--- config.mk ---
export PLATFORM = sky130hd
export DESIGN_NAME = uart_cmd_rx
export DESIGN_NICKNAME = d
export VERILOG_FILES = /design/src/rtl/uart_cmd_rx.sv
export SDC_FILE = /design/constraint.sdc
export NUM_CORES = 1
export LEC_CHECK = 0
export ABC_AREA = 1
export CAP_MARGIN = 0
export CORE_ASPECT_RATIO = 0.5
export CORE_MARGIN = 2
export CORE_UTILIZATION = 51
export DETAILED_ROUTE_END_ITERATION = 7
export PLACE_DENSITY = 0.79
export REMOVE_ABC_BUFFERS = 1
export SLEW_MARGIN = 15
export SYNTH_ARGS = -nofsm -noshare
export SYNTH_HDL_FRONTEND = slang
export SYNTH_SLANG_ARGS = --single-unit
--- constraint.sdc ---
create_clock -name clk -period 1.6 [get_ports clk]
set_input_delay 0.16 -clock clk [delete_from_list [all_inputs] [get_ports clk]]
set_output_delay 0.16 -clock clk [all_outputs]
set_load 0.01 [all_outputs]
--- src/rtl/uart_cmd_rx.sv ---
// UART byte receiver (8N1, or 8E1 when UART_PARITY_CHECK_EN is defined) feeding
// command bytes to the echo canceller; good bytes strobe rs232_flag, bad frames rx_err.
module uart_cmd_rx #(
  parameter int CLK_FREQ  = 50_000_000,
  parameter int BAUD_RATE = 115200
) (
  input  logic       clk,
  input  logic       rst,
  input  logic       uart_rxd,
  output logic [8:0] rs232_data,
  output logic       rs232_flag,
  output logic       rx_err,
  output logic       rx_busy
);

  localparam int BIT_CNT_MAX = CLK_FREQ / BAUD_RATE;
  localparam int HALF        = BIT_CNT_MAX / 2;
  localparam int CNT_W       = (BIT_CNT_MAX > 1) ? $clog2(BIT_CNT_MAX) : 1;
  localparam logic [CNT_W-1:0] CNT_LAST = CNT_W'(BIT_CNT_MAX - 1);
  localparam logic [CNT_W-1:0] CNT_MID  = CNT_W'(HALF - 1);

  typedef enum logic [2:0] {
    IDLE,
    START,
    DATA,
`ifdef UART_PARITY_CHECK_EN
    PARITY,
`endif
    STOP,
    WAIT_HIGH
  } state_t;

  state_t           state_reg, state_next;
  logic             rxd_meta, rxd_s, rxd_d;
  logic [CNT_W-1:0] cnt_reg;
  logic [2:0]       bit_idx_reg;
  logic [7:0]       shift_reg;
  logic             fall, tick_mid, tick_bit, stop_ok;
`ifdef UART_PARITY_CHECK_EN
  logic             par_err_reg;
`endif

  // Line synchroniser plus one delay stage for start-edge detection
  always_ff @(posedge clk or posedge rst) begin
    if (rst) begin
      rxd_meta <= 1'b1;
      rxd_s    <= 1'b1;
      rxd_d    <= 1'b1;
    end else begin
      rxd_meta <= uart_rxd;
      rxd_s    <= rxd_meta;
      rxd_d    <= rxd_s;
    end
  end

  assign fall     = rxd_d & ~rxd_s;
  assign tick_mid = (cnt_reg == CNT_MID);
  assign tick_bit = (cnt_reg == CNT_LAST);
`ifdef UART_PARITY_CHECK_EN
  assign stop_ok  = rxd_s & ~par_err_reg;
`else
  assign stop_ok  = rxd_s;
`endif

  always_ff @(posedge clk or posedge rst) begin
    if (rst) state_reg <= IDLE;
    else     state_reg <= state_next;
  end

  always_comb begin
    state_next = state_reg;
    case (state_reg)
      IDLE:      if (fall) state_next = START;
      START:     if (tick_mid) state_next = rxd_s ? IDLE : DATA;
      DATA: begin
        if (tick_bit && bit_idx_reg == 3'd7) begin
`ifdef UART_PARITY_CHECK_EN
          state_next = PARITY;
`else
          state_next = STOP;
`endif
        end
      end
`ifdef UART_PARITY_CHECK_EN
      PARITY:    if (tick_bit) state_next = STOP;
`endif
      STOP:      if (tick_bit) state_next = stop_ok ? IDLE : WAIT_HIGH;
      WAIT_HIGH: if (rxd_s) state_next = IDLE;
      default:   state_next = IDLE;
    endcase
  end

  // Datapath: baud counter, shift register and registered outputs
  always_ff @(posedge clk or posedge rst) begin
    if (rst) begin
      cnt_reg     <= '0;
      bit_idx_reg <= 3'd0;
      shift_reg   <= 8'h00;
      rs232_data  <= 9'h000;
      rs232_flag  <= 1'b0;
      rx_err      <= 1'b0;
      rx_busy     <= 1'b0;
`ifdef UART_PARITY_CHECK_EN
      par_err_reg <= 1'b0;
`endif
    end else begin
      rs232_flag <= 1'b0;
      rx_err     <= 1'b0;
      rx_busy    <= (state_next != IDLE);

      // Every state change restarts the bit timing from zero
      if (state_next != state_reg || state_reg == IDLE || state_reg == WAIT_HIGH)
        cnt_reg <= '0;
      else if (tick_bit)
        cnt_reg <= '0;
      else
        cnt_reg <= cnt_reg + 1'b1;

      if (state_reg == START) begin
        bit_idx_reg <= 3'd0;
`ifdef UART_PARITY_CHECK_EN
        par_err_reg <= 1'b0;
`endif
      end

      if (state_reg == DATA && tick_bit) begin
        shift_reg   <= {rxd_s, shift_reg[7:1]};
        bit_idx_reg <= bit_idx_reg + 3'd1;
      end

`ifdef UART_PARITY_CHECK_EN
      if (state_reg == PARITY && tick_bit)
        par_err_reg <= (^shift_reg) ^ rxd_s;
`endif

      if (state_reg == STOP && tick_bit) begin
        rs232_data <= {~stop_ok, shift_reg};
        rs232_flag <= stop_ok;
        rx_err     <= ~stop_ok;
      end
    end
  end

endmodule
==> flow_metrics.tcl <==
set metrics [dict create \
    outcome "finished with violations" \
    violations "setup timing" \
    syn-cell-area_mm2 0.00176 \
    via_count 1348 \
    clkTransAtPathRegs_ps 80 \
    maxCapViolCount 0 \
    fin_nets 228 \
    r2r_slack_ps -50 \
    drc 0 \
    std_cell_rows 15 \
    synth_top_area_share 0.498 \
    slew_headroom 0.762 \
    fin_crit_sh 1.03 \
    syn2layout_area_growth_pct 29.4 \
    drive_gt1_frac 0.271 \
    die_h_um 45.5 \
    cp_max_fo 5 \
    async_flop_share 1.00 \
    end_kind "flop" \
    synthFlopType "dfrtp_1" \
    ant_nets 0 \
    htree_levels 2 \
    synth-seq-cells 38 \
    ys_seq_area_frac 0.542 \
    synth.distinct_cells 26 \
    cts_tree "done" \
    yosysTopAreaCell "dfrtp_1" \
    io_buffer_count 14 \
    grt_pass1_vias 1255 \
    tightest_slew_ps 356 \
    detailed_place_hpwl_mm 2.26 \
    synth_edf_count 0 \
    insertion_delay_ps 290 \
    pwr_density_cell_mw_per_mm2 1130 \
    dpl-instance-area_mm2 0.00199 \
    synthXorXnorAreaFrac 0.0348 \
    maxSlewViolCount 0 \
    grt_usage 0.192 \
    grt_max_degree 39 \
    yosys-top-cells-area "dfrtp_1, nand2_1, inv_1" \
    num_antenna_cells 0 \
    gp_congestion 0.914 \
    skew_ps 7.38 \
    hold_class "in -> async" \
    rsz0062_at_grt "true" \
    worstPathRequired_ps 1780 \
    synth-adder-area-share 0.0355 \
    yosys-top-cells-count "nand2_1, dfrtp_1, inv_1, nor2_1" \
    r2r_cells 11 \
    antenna_found_initial 0 \
    postSynthCellCount 189 \
    fin_tns_setup_ps -190 \
    grt_pass1_wl_mm 5.60 \
    cts-root-buf "clkbuf_8" \
    irDropWorstVdd_mv 0.528 \
    drt_iter0_markers 115 \
    endpoint "cnt_reg[1]" \
    cts_sinks 38 \
    core_area_mm2 0.00336 \
    die_w_um 87.1 \
    grt_overflow_total 0 \
    yosysMostFrequentCell "nand2_1" \
    dieArea_mm2 0.00397 \
    whs_ps 212 \
    via_per_inst 5.13 \
    yosys_warnings 0 \
    routedWlPerCell_um 13.7 \
    finish.instance_area_mm2 0.00228 \
    fin_ws_ps -46.0 \
    synth_compound_gate_area_share 0.0725 \
    setup_viol 7 \
    arrival_ps 1830 \
    p_leak_nw 1.07 \
    finalHoldViolations 0 \
    initial_core_util 0.524 \
    dr.pass1.iters 4 \
    wl_mm 3.61 \
    rr_endpoint "cnt_reg[1]" \
    clockBufferDepth 2 \
    synth_top_family_by_area "simple AND/OR/NAND/NOR gates" \
    avgSynthCellArea_um2 9.31 \
    cp-startpoint "cnt_reg[1]" \
    ios 15 \
    synth-simple-area-share 0.242 \
    worstSetupPathType "reg -> reg" \
    rr_startpoint "cnt_reg[1]" \
    cts_made_buffers 5 \
    fin_crit_ps 1650 \
    muxShareOfSynthArea 0 \
    hold_buffers 0 \
    startpoint_type "flop" \
    fmax_ghz 0.608 \
]
## stage by stage
stage          power [mW]  utilization  cells  setup slack (ps)
2_1_floorplan        1.32            -    187               115
3_3_place_gp         1.38        0.592    247              47.3
3_5_place_dp         1.40        0.592    247             -27.6
4_1_cts              2.48        0.650    260              7.78
5_1_grt              2.68        0.678    263              -103
6_report             2.58        0.678    263             -46.0
## logic make-up (layout without fill, tap and decap cells)
kind of cell | after synthesis | count (layout)
simple gates | 88 | 89
flops | 38 | 38
buf+inv | 31 | 62
compound gates | 20 | 20
xor+xnor | 7 | 7
fa+ha+maj | 5 | 5
## cell type report
type	count	area [µm²]
clock inverters	2	60.1
inverters	29	114
clock buffers	6	82.6
repair buffers	25	251
fillers	233	1080
multi-input cells	121	762
flip-flops and latches	38	956
well taps	42	52.6
## timing repair
action	in CTS	in global routing
buffers inserted	4	3
setup endpoints to repair	13	23
resized for setup	2	21
cloned	1	0
hold endpoints to repair	0	0
pin swaps	3	12
## power by group
part           switching [mW]  internal (mW)
Combinational           0.268          0.206
Sequential             0.0705           1.02
Clock                   0.352          0.665
## worst max-delay path, cell delays in order, from the launching register on
cell,delay [ps]
dfrtp_1,400
inv_2,100
ha_4,150
nand2_4,50
inv_2,70
nand2_2,70
nor2_4,170
buf_6,110
o211ai_1,70
buf_4,160
nand3_4,120
nor2_1,60
## layout by cell type (no fill, tap or decap), types with 2 or more instances in the layout
cell,synthesis,layout
bufinv_16,0,2
nor2_1,18,13
clkbuf_8,0,6
ha_1,5,4
nor2_4,3,5
nand2_2,3,4
nor3_1,4,3
nand3_1,10,9
nor3_2,1,2
buf_4,1,8
dfrtp_1,35,34
nand3_4,1,3
xor2_1,6,6
clkdlybuf4s50_1,0,14
buf_12,0,2
dfstp_2,3,3
o21ai_0,10,10
nor2_2,7,10
nand2_1,38,36
inv_1,28,26
o21ai_2,6,6
inv_2,1,2
## metal layers
metal	part of all wire	vias to the layer above	track usage
met1	0.44	660	0.222
met3	0.029	7	0.0688
met4	0.016	0	0.0862
met2	0.51	31	0.333
li1	-	650	-
met5	0	-	0
## worst min-delay path by stage
stage / from / end / slack [ps] / cells past startpoint
after floorplan: uart_rxd / rxd_meta / 160 / 0
after global placement: rxd_meta / rxd_s / 350 / 0
after detailed placement: rxd_meta / rxd_s / 350 / 0
after CTS: rst / state_reg[2] / 220 / 3
after global routing: rst / cnt_reg[6] / 230 / 3
final: rst / bit_idx_reg[0] / 210 / 3
(Power assumes the default switching activity.)
